File: config.mk
export PLATFORM = sky130hd
export DESIGN_NAME = uart_rx
export DESIGN_NICKNAME = d
export VERILOG_FILES = /design/src/rtl/uart_rx.sv
export SDC_FILE = /design/constraint.sdc
export NUM_CORES = 1
export LEC_CHECK = 0
export ABC_AREA = 1
export BUFFER_PORTS_ARGS = -buffer_cell sky130_fd_sc_hd__buf_2
export CORE_MARGIN = 2
export CORE_UTILIZATION = 25
export DETAILED_ROUTE_END_ITERATION = 16
export PLACE_DENSITY_LB_ADDON = 0.08
export SKIP_LAST_GASP = 1
export SYNTH_ARGS = -nofsm -noshare
export SYNTH_HDL_FRONTEND = slang
export SYNTH_SLANG_ARGS = --single-unit
File: constraint.sdc
create_clock -name Clk -period 3.3 [get_ports Clk]
set_input_delay 0.33 -clock Clk [delete_from_list [all_inputs] [get_ports Clk]]
set_output_delay 0.33 -clock Clk [all_outputs]
set_load 0.01 [all_outputs]
File: src/rtl/uart_rx.sv
// UART receiver: 2-flop synchronizer, oversampled FSM, LSB-first shift.
// Optional parity check enabled with `define UART_RX_PARITY_EN.
module uart_rx #(
  parameter int DATA_BITS  = 8,
  parameter int OVERSAMPLE = 16,
  parameter int PARITY_ODD = 0
) (
  input  logic                 Clk,
  input  logic                 Rst,
  input  logic                 Baud_Tick,
  input  logic                 Serial_In,
  output logic [DATA_BITS-1:0] Rx_Data,
  output logic                 Data_Rdy,
  output logic                 Framing_Err,
  output logic                 Parity_Err,
  output logic                 Rx_Busy
);

  localparam int CW = $clog2(OVERSAMPLE);
  localparam int BW = $clog2(DATA_BITS + 1);
  localparam logic [CW-1:0] CNT_MAX = CW'(OVERSAMPLE - 1);
  localparam logic [CW-1:0] CNT_MID = CW'(OVERSAMPLE / 2 - 1);
  localparam logic [BW-1:0] BIT_MAX = BW'(DATA_BITS - 1);

  typedef enum logic [2:0] {
    IDLE,
    START,
    DATA,
    STOP
`ifdef UART_RX_PARITY_EN
    , PARITY
`endif
  } state_t;

  state_t               state;
  logic [CW-1:0]        cnt;
  logic [BW-1:0]        bit_cnt;
  logic [DATA_BITS-1:0] shreg;

  logic sync1, sync2;
  logic [1:0] warm;
  logic line_hi;
  logic fell;
  logic start_go;

  // line_hi only trusts sync2 once the reset value has flushed out
  assign start_go = (state == IDLE) && Baud_Tick && !sync2
                    && (fell || line_hi);

  always_ff @(posedge Clk) begin
    if (Rst) begin
      sync1   <= 1'b1;
      sync2   <= 1'b1;
      warm    <= 2'b00;
      line_hi <= 1'b0;
      fell    <= 1'b0;
    end else begin
      sync1   <= Serial_In;
      sync2   <= sync1;
      warm    <= {warm[0], 1'b1};
      line_hi <= warm[1] & sync2;
      fell    <= (state == IDLE) && !sync2
                 && (fell || line_hi) && !start_go;
    end
  end

`ifdef UART_RX_PARITY_EN
  localparam logic ODD = (PARITY_ODD != 0);
  logic par_bad;
  logic par_err_q;
  assign Parity_Err = par_err_q;
`else
  logic unused_odd;
  assign unused_odd = (PARITY_ODD != 0);
  assign Parity_Err = 1'b0;
`endif

  assign Rx_Busy = (state != IDLE);

  always_ff @(posedge Clk) begin
    if (Rst) begin
      state       <= IDLE;
      cnt         <= '0;
      bit_cnt     <= '0;
      shreg       <= '0;
      Rx_Data     <= '0;
      Data_Rdy    <= 1'b0;
      Framing_Err <= 1'b0;
`ifdef UART_RX_PARITY_EN
      par_bad     <= 1'b0;
      par_err_q   <= 1'b0;
`endif
    end else begin
      Data_Rdy    <= 1'b0;
      Framing_Err <= 1'b0;
`ifdef UART_RX_PARITY_EN
      par_err_q   <= 1'b0;
`endif
      if (Baud_Tick) begin
        unique case (state)
          IDLE: begin
            if (start_go) begin
              state <= START;
              cnt   <= '0;
            end
          end
          START: begin
            if (cnt == CNT_MID) begin
              cnt     <= '0;
              bit_cnt <= '0;
              state   <= sync2 ? IDLE : DATA;
            end else begin
              cnt <= cnt + 1'b1;
            end
          end
          DATA: begin
            if (cnt == CNT_MAX) begin
              cnt   <= '0;
              shreg <= {sync2, shreg[DATA_BITS-1:1]};
              if (bit_cnt == BIT_MAX) begin
`ifdef UART_RX_PARITY_EN
                state <= PARITY;
`else
                state <= STOP;
`endif
              end else begin
                bit_cnt <= bit_cnt + 1'b1;
              end
            end else begin
              cnt <= cnt + 1'b1;
            end
          end
`ifdef UART_RX_PARITY_EN
          PARITY: begin
            if (cnt == CNT_MAX) begin
              cnt     <= '0;
              par_bad <= sync2 ^ (^shreg) ^ ODD;
              state   <= STOP;
            end else begin
              cnt <= cnt + 1'b1;
            end
          end
`endif
          STOP: begin
            if (cnt == CNT_MAX) begin
              cnt   <= '0;
              state <= IDLE;
              if (sync2) begin
                Rx_Data  <= shreg;
                Data_Rdy <= 1'b1;
`ifdef UART_RX_PARITY_EN
                par_err_q <= par_bad;
`endif
              end else begin
                Framing_Err <= 1'b1;
              end
            end else begin
              cnt <= cnt + 1'b1;
            end
          end
          default: state <= IDLE;
        endcase
      end
    end
  end

endmodule
; After elaboration in Yosys (flattened, before gate mapping)
; Index checks and enable logic that the tools add are counted.
[word_totals]
reg_bits = 35
in_bits = 4
out_inout_bits = 12
word_cells = 69
[op_classes]
n_addsub = 2
n_eq_ne = 12
n_mux = 18
bitwise_logic = 4
reduce_logical = 20
[ops]
columns = op, n
row1 = $mux W4, 6
row2 = $mux W3, 5
row3 = $ne A2 B2 Y1 const B, 6
row4 = $pmux W3 S4, 1
row5 = $pmux W4 S3, 1
row6 = $add A4 B1 Y4 const B, 2
row7 = $eq A4 B3 Y1 const B, 2
row8 = $pmux W4 S2, 1
row9 = $eq A3 B2 Y1 const B, 2
row10 = $logic_and A1 B1 Y1, 6
row11 = $reduce_and A3 Y1, 2
row12 = $reduce_and A6 Y1, 1
row13 = $reduce_bool A3 Y1, 2
row14 = $reduce_and A5 Y1, 1
row15 = $eq A4 B4 Y1 const B, 1
row16 = $reduce_and A4 Y1, 1
row17 = $reduce_or A4 Y1, 1
row18 = $eq A3 B1 Y1 const B, 1
row19 = $logic_not A3 Y1, 1
row20 = $mux W1, 3
row21 = $not A1 Y1, 3
row22 = $logic_not A1 Y1, 2
row23 = $mux W2, 1
row24 = $reduce_bool A2 Y1, 1
row25 = other kinds (3), 3

; Longest topological paths before layout
; Gate-level depths: netlist of run 1.
[depth]
ltp_word = 6
mapped_depth = 8
ltp_nobuf = 8

; Worst setup path after synthesis of run 1
; No wires, ideal clock.
[synth_path]
path_type = register -> register
start = reg cnt[0]
end = reg Rx_Data[0]
setup_ps = 116
t_arrival_ps = 1303
t_required_ps = 3184
path_slack_ps = 1881
stages_incl_launch_ff = 9
path_buffers = 0
synth_period_minus_slack_ps = 1419
path_cell_list = dfxtp_1 ha_1 nand3_2 nor2_2 inv_2 nor3_4 inv_2 nor2_1 nor2_1
[synth_between]
elab_chain_len = 2
[synth_lines]
columns = element, line
row1 = start: declaration, 36  ; logic [CW-1:0] cnt;
row2 = start signal: assignment, 113  ; cnt <= cnt + 1'b1;
row3 = start signal: assignment, 130  ; cnt <= cnt + 1'b1;
row4 = start signal: assignment, 158  ; cnt <= cnt + 1'b1;
row5 = $eq A4 B4 Y1, 145  ; if (cnt == CNT_MAX) begin
row6 = $reduce_and A4 Y1 (no source line), n/a
row7 = end signal: assignment, 149  ; Rx_Data <= shreg;
row8 = end: declaration, 12  ; output logic [DATA_BITS-1:0] Rx_Data,
; Every way passes these cells.
; A chain may end at the register's enable or synchronous reset.

; Worst setup path in the final report of run 1
[layout_path]
start = reg cnt[0]
end = reg Rx_Data[7]
; The elaborated chain is that of the path after synthesis.

==> results summary, run 1 <==
The run finished with clean final reports. The row count came out at 27. The total area inside the core boundary comes to about 0.0055 mm^2. The sort of element at the start of the critical path is a register. The start point of the worst hold path is Serial_In. The number of levels the H-tree was split into is 2. The ratio of final minimum period to clock period is 51.66%. The clock root buffer is sky130_fd_sc_hd__clkbuf_8. Setup repair after global routing left no endpoint under its margin. The critical path goes through ha_1 -> nand3_2 -> nor2_2 -> inv_2 -> nor3_4 -> inv_2 -> nor2_1 -> nor2_1. The TritonCTS clock tree is yes. The top flip-flop cell by instance count after synthesis is sky130_fd_sc_hd__dfxtp_1. Yosys mapped a number of flops with a built-in enable equal to 0. The share of flip-flops with an asynchronous set or reset is 0%. The min-delay analysis places its worst path in the category input pin to register.

The worst setup slack after placement is 1.588 ns. The placed cell area is 0.001550 mm^2. The placed cell count is between 200 and 300. Summed over all cells, the static leakage comes to 0.7320 nW. The number of hold buffers added after CTS came out at 0. The cell count of the worst reg-to-reg path came out at 8. The post-DP HPWL is 2250 um. Setup slack closes at roughly 1.6 ns. The routed length per placed instance is 11.10 um. The floorplan step defined a die boundary enclosing roughly 0.0063 mm^2. Port buffering added 14 buffers.

The hold slack came out at 0.2312 ns. Along the worst path, the maximum fanout reaches 9. The length of the first detailed-routing pass in iterations came out at 4. In the routed layout, each cell is associated on average with a via count of ~4.4. Cells with a size suffix above 1 make up 18.18% of the layout.

A synthesized cell averages ~7.4 um^2. The number of antenna cells inserted came out at 0. The data required time at the worst endpoint is 3.47 ns. The final count of hold timing violations came out at 0. The max-capacitance violation count came out at 0. The slack of the worst reg-to-reg path is between 1.5 and 2 ns. The global route total overflow came out at 0. The via count of the first global-routing pass is 1140.

The global-route wire length before repair came out at 5423 um. Based on the critical path, the design can be clocked at up to about 590 MHz. Broken down by cell family, the worst path's largest delay share belongs to simple AND/OR/NAND/NOR gates.

The post-route clock skew came out at between 0.005 and 0.006 ns. The final total negative setup slack came out at 0 ns. For this run, the post-layout net count is approximately 210. The total nets after synthesis came out at just under 200. The clock passes through at most 2 buffers. The number of antenna violations at the first check in global routing is 0. The area growth from synthesis to layout is 16.41%. The power density over the cells came out at around 460 mW/mm^2.

Summing internal, switching and leakage power gives approximately 0.75 mW. The number of fillers in the final layout is between 600 and 700. The worst register-to-register path ends at Rx_Data[7]. The number of synthesized register bits came out at 34. The maximum vdd ir drop came out at about 0.00019 V. The worst hold path terminates at sync1. For this run, the register share of the synthesized area comes to around half. The number of buffers and inverters on the critical path is 2. The initial standard-cell utilization of the core is between 20% and 30%.

The clock slew at the register clock pins of the worst setup and hold paths is approximately 0.070 ns. The final antenna-violating net count came out at 0. Measured on the finished design, the core utilization comes to between 20% and 30%. The final weighted congestion in routability-driven placement came out at approximately 0.78. The startpoint identified for the worst register-to-register timing path is cnt[0].

The post-CTS setup-driven buffer insertion count is 0. The floorplan step set the die height to slightly below 80 um. The worst setup path is of the register to register kind. The final instance area is ~0.0016 mm^2.

The number of standard cells in the layout, taps in and fillers out is between 200 and 300. The insertion delay of the later-clocked pin in the worst-skew pair came out at about 0.28 ns. The most critical setup path has its startpoint at cnt[0]. Entering global routing, the biggest net connects 22 pins. The post-CTS resize count came out at 0. The max-slew violation count came out at 0.

Pin placement for this block handled 16 I/O pins. The total global-route track usage is 10.97%. The worst setup path is captured at a register.

The routed design could run at a clock period as short as about 1.7 ns. The number of different library cells in the post-synthesis netlist is 24. After the first detailed-routing iteration, the DRC count stood at 37. In this run the tightest slew margin relative to its limit is between 60% and 70%.

The worst stage delay on the critical path came out at around 0.37 ns. The total setup violations reported at the end of the flow came out at 0. In this run, CTS created clock tree buffers numbering 5. The worst hold path depth came out at 2. The routed via count is around 1.2k. The count of warnings emitted by yosys came out at 0. The gate count of the mapped netlist is roughly 190. The number of remaining DRC errors is 0. The library cell contributing the largest single delay on the critical path is sky130_fd_sc_hd__dfxtp_1. The horizontal extent of the die came out at around 80 um. The sum of routed wire length over all layers came out at around 3100 um. For the pin with the worst max-slew slack, the measured transition is just under 0.6 ns. The tree built by TritonCTS fans out to 34 sinks.

The cell area after synthesis is around 0.0014 mm^2. For the worst setup path, the data arrival time is ~1.9 ns.
## registers in the layout, summed over array words and instances, names as in the netlist
name / count
Data_Rdy: 1
Framing_Err: 1
Rx_Data: 8
bit_cnt: 4
cnt: 4
fell: 1
line_hi: 1
shreg: 8
state: 2
sync1: 1
sync2: 1
warm: 2
## per-layer routing
metal	wire length [um]	part of all wire, %	track usage (%)
met1	1586	51	15.01
met2	1307	42	15.68
met3	195	6.3	4.205
met4	31	0.99	3.793
met5	0	0	0
## cell type report
type,count,area (um^2),area share [%]
sequential,34,680.7,41.46
tap,72,90.09,5.488
timing repair buffer,14,70.07,4.268
clock inverter,1,5.005,0.3049
clock buffer,7,86.33,5.259
inverter,18,67.56,4.116
multi-input combinational,135,641.9,39.10
## placed cells by master, fill, tap and decap left out, types with 2 or more instances in the layout
master                      n
sky130_fd_sc_hd__nor2_1    41
sky130_fd_sc_hd__nand2_1   35
sky130_fd_sc_hd__dfxtp_1   34
sky130_fd_sc_hd__o21ai_0   18
sky130_fd_sc_hd__buf_2     14
sky130_fd_sc_hd__inv_1     12
sky130_fd_sc_hd__a21oi_1   12
sky130_fd_sc_hd__nand3_1    9
sky130_fd_sc_hd__inv_2      6
sky130_fd_sc_hd__clkbuf_8   6
sky130_fd_sc_hd__nor2_2     5
sky130_fd_sc_hd__nor2_4     2
sky130_fd_sc_hd__or2_2      2
sky130_fd_sc_hd__ha_1       2
## Yosys cell counts, drive strengths merged, types with 2 or more instances
master | n | share of area [%]
o21ai | 19 | 6.7
nand3 | 10 | 3.9
clkbuf | 3 | 0.89
nor3 | 2 | 1.5
dfxtp | 34 | 48
nor2 | 48 | 15
or2 | 2 | 0.89
nand2 | 35 | 9.3
inv | 18 | 4.8
ha | 2 | 1.8
a21oi | 12 | 4.3
## kinds of logic (layout without fill, tap and decap cells)
logic type | after synthesis | in the layout | share of synthesized area (%)
AO/OA/AOI/OAI | 32 | 32 | 11.45
XOR/XNOR | 2 | 2 | 1.242
adder cells (fa/ha/maj) | 2 | 2 | 1.774
buffers and inverters | 22 | 40 | 6.211
flip-flops | 34 | 34 | 48.27
other | 1 | 1 | 0.2659
AND/OR/NAND/NOR | 98 | 98 | 30.79
## power by group
group | total (mW) | leakage (nW) | internal [mW] | switching (mW)
registers | 0.415 | 0.275 | 0.413 | 0.00167
clock network | 0.315 | 0.0482 | 0.168 | 0.147
logic | 0.0204 | 0.409 | 0.00554 | 0.0149
total | 0.751 | 0.732 | 0.587 | 0.164
## worst max path at each step
| stage | endpoint | cells past startpoint | slack, ns |
|---|---|---|---|
| 2_1_floorplan | Rx_Data[0] | 8 | 1.88 |
| 3_3_place_gp | Rx_Data[7] | 8 | 1.64 |
| 3_5_place_dp | Rx_Data[7] | 8 | 1.59 |
| 4_1_cts | Rx_Data[7] | 8 | 1.57 |
| 5_1_grt | Rx_Data[7] | 8 | 1.43 |
| 6_report | Rx_Data[7] | 8 | 1.60 |
Note: power is estimated with default switching activity, not from simulation.
==> run 2, diff against run 1 <==
--- a/config.mk
+++ b/config.mk
@@ -5,7 +5,7 @@
 export SDC_FILE = /design/constraint.sdc
 export NUM_CORES = 1
 export LEC_CHECK = 0
-export ABC_AREA = 1
+export ABC_AREA = 0
 export BUFFER_PORTS_ARGS = -buffer_cell sky130_fd_sc_hd__buf_2
 export CORE_MARGIN = 2
 export CORE_UTILIZATION = 25
==> constraint.sdc (replaced) <==
create_clock -name Clk -period 1.6 [get_ports Clk]
set_input_delay 0.16 -clock Clk [delete_from_list [all_inputs] [get_ports Clk]]
set_output_delay 0.16 -clock Clk [all_outputs]
set_load 0.01 [all_outputs]
==> results summary, run 2 <==
The I/O pin count came to 16 (unchanged). The most common library cell in the layout ignoring fill and taps is sky130_fd_sc_hd__dfxtp_1 (was sky130_fd_sc_hd__nor2_1). The portion of the post-synthesis area used by sequential elements is 47.26% (was 48.27%). The number of enable flip-flop cells after synthesis came out at 0 (unchanged). Commonest cells after routing, fill and taps aside: sky130_fd_sc_hd__dfxtp_1 (34), sky130_fd_sc_hd__nand2_1 (22), sky130_fd_sc_hd__a21oi_1 (14), sky130_fd_sc_hd__buf_2 (14), sky130_fd_sc_hd__nor2_1 (11) (was sky130_fd_sc_hd__nor2_1 (41), sky130_fd_sc_hd__nand2_1 (35), sky130_fd_sc_hd__dfxtp_1 (34)).

The clock buffer count from CTS is 5 (unchanged). The number of antenna violations at the first check in global routing is 0 (unchanged). The initial standard-cell utilization of the core is 25.99% (was 25.77%). The total nets after synthesis is 159 (was 197). The slack of the worst reg-to-reg path came out at 0.11 ns (was 1.60 ns). The post-DP HPWL came out at 2060 um (was 2250 um).

The sort of element at the start of the critical path is a register (unchanged). The maximum fanout encountered on the critical timing path is 7 (was 9). The endpoint of the worst-slack reg-to-reg timing path is bit_cnt[3] (was Rx_Data[7]). The power density over the cells came out at 1001 mW/mm^2 (was 457.4 mW/mm^2).

The largest area contributor in the netlist is sky130_fd_sc_hd__dfxtp_1 (unchanged). The source of the worst register-to-register timing path was cnt[0] (unchanged). The hold slack is 0.05499 ns (was 0.2312 ns). The placed cell area came to 0.001567 mm^2 (was 0.001550 mm^2). The cell count of the worst reg-to-reg path is 5 (was 8). The mean post-synth cell area came out at 9.413 um^2 (was 7.383 um^2). The clock slew at the register clock pins of the worst setup and hold paths is 0.07 ns (about the same). The number of standard cells in the layout, taps in and fillers out came to 241 (was 281). The final weighted congestion in routability-driven placement is 0.7557 (was 0.7839). The row count was 27 (unchanged). The top flip-flop cell by instance count after synthesis was sky130_fd_sc_hd__dfxtp_1 (unchanged). The max-slew violation count is 0 (unchanged). The max-capacitance violation count came out at 0 (unchanged). The die extent in y was 79.90 um (was 79.10 um).

The final antenna-violating net count came to 0 (unchanged). The proportion of netlist area held by the largest area contributor came out at 47.26% (was 48.27%). The total setup violations reported at the end of the flow is 0 (unchanged). The type of the worst min-delay path is input pin to register (unchanged). The classification of the worst setup path is register to register (unchanged).

The endpoint of the worst hold-timing path is sync1 (unchanged). The routed length per placed instance came out at 12.47 um (was 11.10 um). The overall power after layout is 1.693 mW (was 0.7509 mW). The count of warnings emitted by yosys is 0 (unchanged). The clock root buffer is sky130_fd_sc_hd__clkbuf_8 (unchanged). The data arrival time of the critical path came out at 1.66 ns (was 1.88 ns). The number of fillers in the final layout is 601 (was 627). The category of the worst setup path capture point is a register (unchanged).

The net total in the final layout came out at 175 (was 214). The global route total overflow is 0 (unchanged). The horizontal extent of the die came out at 79.90 um (was 79.10 um). The insertion delay of the later-clocked pin in the worst-skew pair is 0.29 ns (was 0.28 ns).

The post-route clock skew is 0.009063 ns (was 0.005883 ns). The ratio of cells with drive above 1 in the final layout is 23.67% (was 18.18%). The post-CTS setup-driven buffer insertion count came to 0 (unchanged). The area of the die is 0.006384 mm^2 (was 0.006257 mm^2).

The pin count of the biggest net entering global routing is 17 (was 22). Status: finished clean (unchanged). The global routing met2 resource utilization came to 15.75% (was 15.68%). The worst setup slack after placement came out at 0.06093 ns (was 1.588 ns). The sum of routed wire length over all layers came out at 3005 um (was 3120 um).

The gate count of the mapped netlist came out at 153 (was 191). The cell area after synthesis came out at 0.001440 mm^2 (was 0.001410 mm^2). The share of flip-flops with an asynchronous set or reset was 0% (unchanged).

The layer carrying the most global-route usage is met2 (unchanged). The placeable core area is 0.005540 mm^2 (was 0.005473 mm^2). The most instantiated library cell after synthesis is sky130_fd_sc_hd__dfxtp_1 (was sky130_fd_sc_hd__nor2_1). Setup repair after global routing missed its margin: no (unchanged). The number of remaining DRC errors came to 0 (unchanged). The routed via count is 1101 (was 1234). The number of levels the H-tree was split into came out at 2 (unchanged).

The maximum frequency from static timing analysis came out at 671.3 MHz (was 586.5 MHz). The number of hold buffers added after CTS came out at 0 (unchanged). The number of different library cells in the post-synthesis netlist came out at 45 (was 24). The final instance area is 0.001692 mm^2 (was 0.001642 mm^2). The clock period minus final worst setup slack came out at 1.490 ns (was 1.705 ns).

Most numerous cell types in the synthesized netlist: sky130_fd_sc_hd__dfxtp_1 (34), sky130_fd_sc_hd__nand2_1 (22), sky130_fd_sc_hd__a21oi_1 (14) (was sky130_fd_sc_hd__nor2_1 (41), sky130_fd_sc_hd__nand2_1 (35), sky130_fd_sc_hd__dfxtp_1 (34)). The average via count per standard cell came out at 4.568 (was 4.391). The start point of the worst hold path is Serial_In (unchanged). The number of synthesized register bits came to 34 (unchanged).

The TritonCTS clock tree is yes (unchanged). The leakage power is 0.6863 nW (was 0.7320 nW). The via count of the first global-routing pass came out at 1116 (was 1140). The global-route wire length before repair is 5223 um (was 5423 um). The total number of clock tree sinks is 34 (unchanged). The placed cell count is 234 (was 273). The quantity of I/O buffers inserted on ports is 14 (unchanged). The length of the first detailed-routing pass in iterations came out at 4 (unchanged). Top post-synthesis cells by area: sky130_fd_sc_hd__dfxtp_1 (47%), sky130_fd_sc_hd__mux2i_1 (6.3%), sky130_fd_sc_hd__nand2_1 (5.7%) (was sky130_fd_sc_hd__dfxtp_1 (48%), sky130_fd_sc_hd__nor2_1 (11%), sky130_fd_sc_hd__nand2_1 (9.3%)). The number of antenna cells inserted was 0 (unchanged). The final total negative setup slack is 0 ns (unchanged). The worst hold path depth is 2 (unchanged). The ratio of final minimum period to clock period is 93.10% (was 51.66%). The maximum buffer depth of the clock tree was 2 (unchanged). The setup slack of the critical path after layout is 0.1104 ns (was 1.595 ns). Largest regs: Rx_Data x8, shreg x8 (unchanged). The maximum vdd ir drop was 0.0003436 V (was 0.0001905 V).

The global routing usage on met1 came out at 13.40% (was 15.01%). The DRC marker count from the first detailed-route iteration was 84 (was 37). The fraction of the core area covered by cells at the end of the flow came out at 30.53% (was 30.00%).

The data required time at the worst endpoint came to 1.77 ns (was 3.47 ns). The total global-route track usage is 10.75% (was 10.97%). The relative area change from synthesis to final layout is 17.46% (was 16.41%). The post-CTS resize count came to 0 (unchanged). The met3 routing resource usage after global routing came to 4.751% (was 4.205%).

The final count of hold timing violations came to 0 (unchanged).
-- run 2: where the power goes --
part	switching, mW	internal (mW)
registers	0.00273	0.852
clock network	0.305	0.498
logic	0.0239	0.0109
total	0.331	1.36
-- run 2: worst max path at each step --
stage	startpoint	end	slack, ns
after floorplan	cnt[0]	bit_cnt[3]	0.16
after global routing	cnt[0]	bit_cnt[1]	0.01
after detailed placement	cnt[0]	Rx_Data[3]	0.06
after CTS	cnt[0]	bit_cnt[3]	0.005
after global placement	cnt[0]	Rx_Data[5]	0.07
final	cnt[0]	bit_cnt[3]	0.11
-- run 2: logic make-up (layout without fill, tap and decap cells) --
| family | Yosys count | after routing | share of synthesized area, % |
|---|---|---|---|
| XOR/XNOR | 1 | 1 | 0.6083 |
| adder cells (fa/ha/maj) | 2 | 2 | 1.737 |
| multiplexers | 9 | 9 | 6.256 |
| buffers and inverters | 13 | 29 | 5.734 |
| AND/OR/NAND/NOR | 61 | 61 | 22.33 |
| AO/OA/AOI/OAI | 32 | 32 | 15.81 |
| other | 1 | 1 | 0.2604 |
| flip-flops | 34 | 34 | 47.26 |
-- run 2: layout make-up --
cell class	count	area (um^2)	area share [%]
Clock inverter	1	30.03	1.775
Timing Repair Buffer	19	107.6	6.361
Tap cell	72	90.09	5.325
Multi-Input combinational cell	106	689.4	40.75
Sequential cell	34	680.7	40.24
Inverter	3	11.26	0.6657
Clock buffer	6	82.58	4.882
-- run 2: critical path: stages (launching register included) --
cell,delay [ns]
sky130_fd_sc_hd__dfxtp_1,0.41
sky130_fd_sc_hd__ha_4,0.19
sky130_fd_sc_hd__nand3_1,0.12
sky130_fd_sc_hd__or2_2,0.35
sky130_fd_sc_hd__a21oi_1,0.20
sky130_fd_sc_hd__a211oi_2,0.10
-- run 2: layer usage --
layer | vias up | share of wire, %
li1 | 566 | -
met1 | 509 | 51
met2 | 20 | 42
met3 | 6 | 5.1
met4 | 0 | 2.1
met5 | - | 0
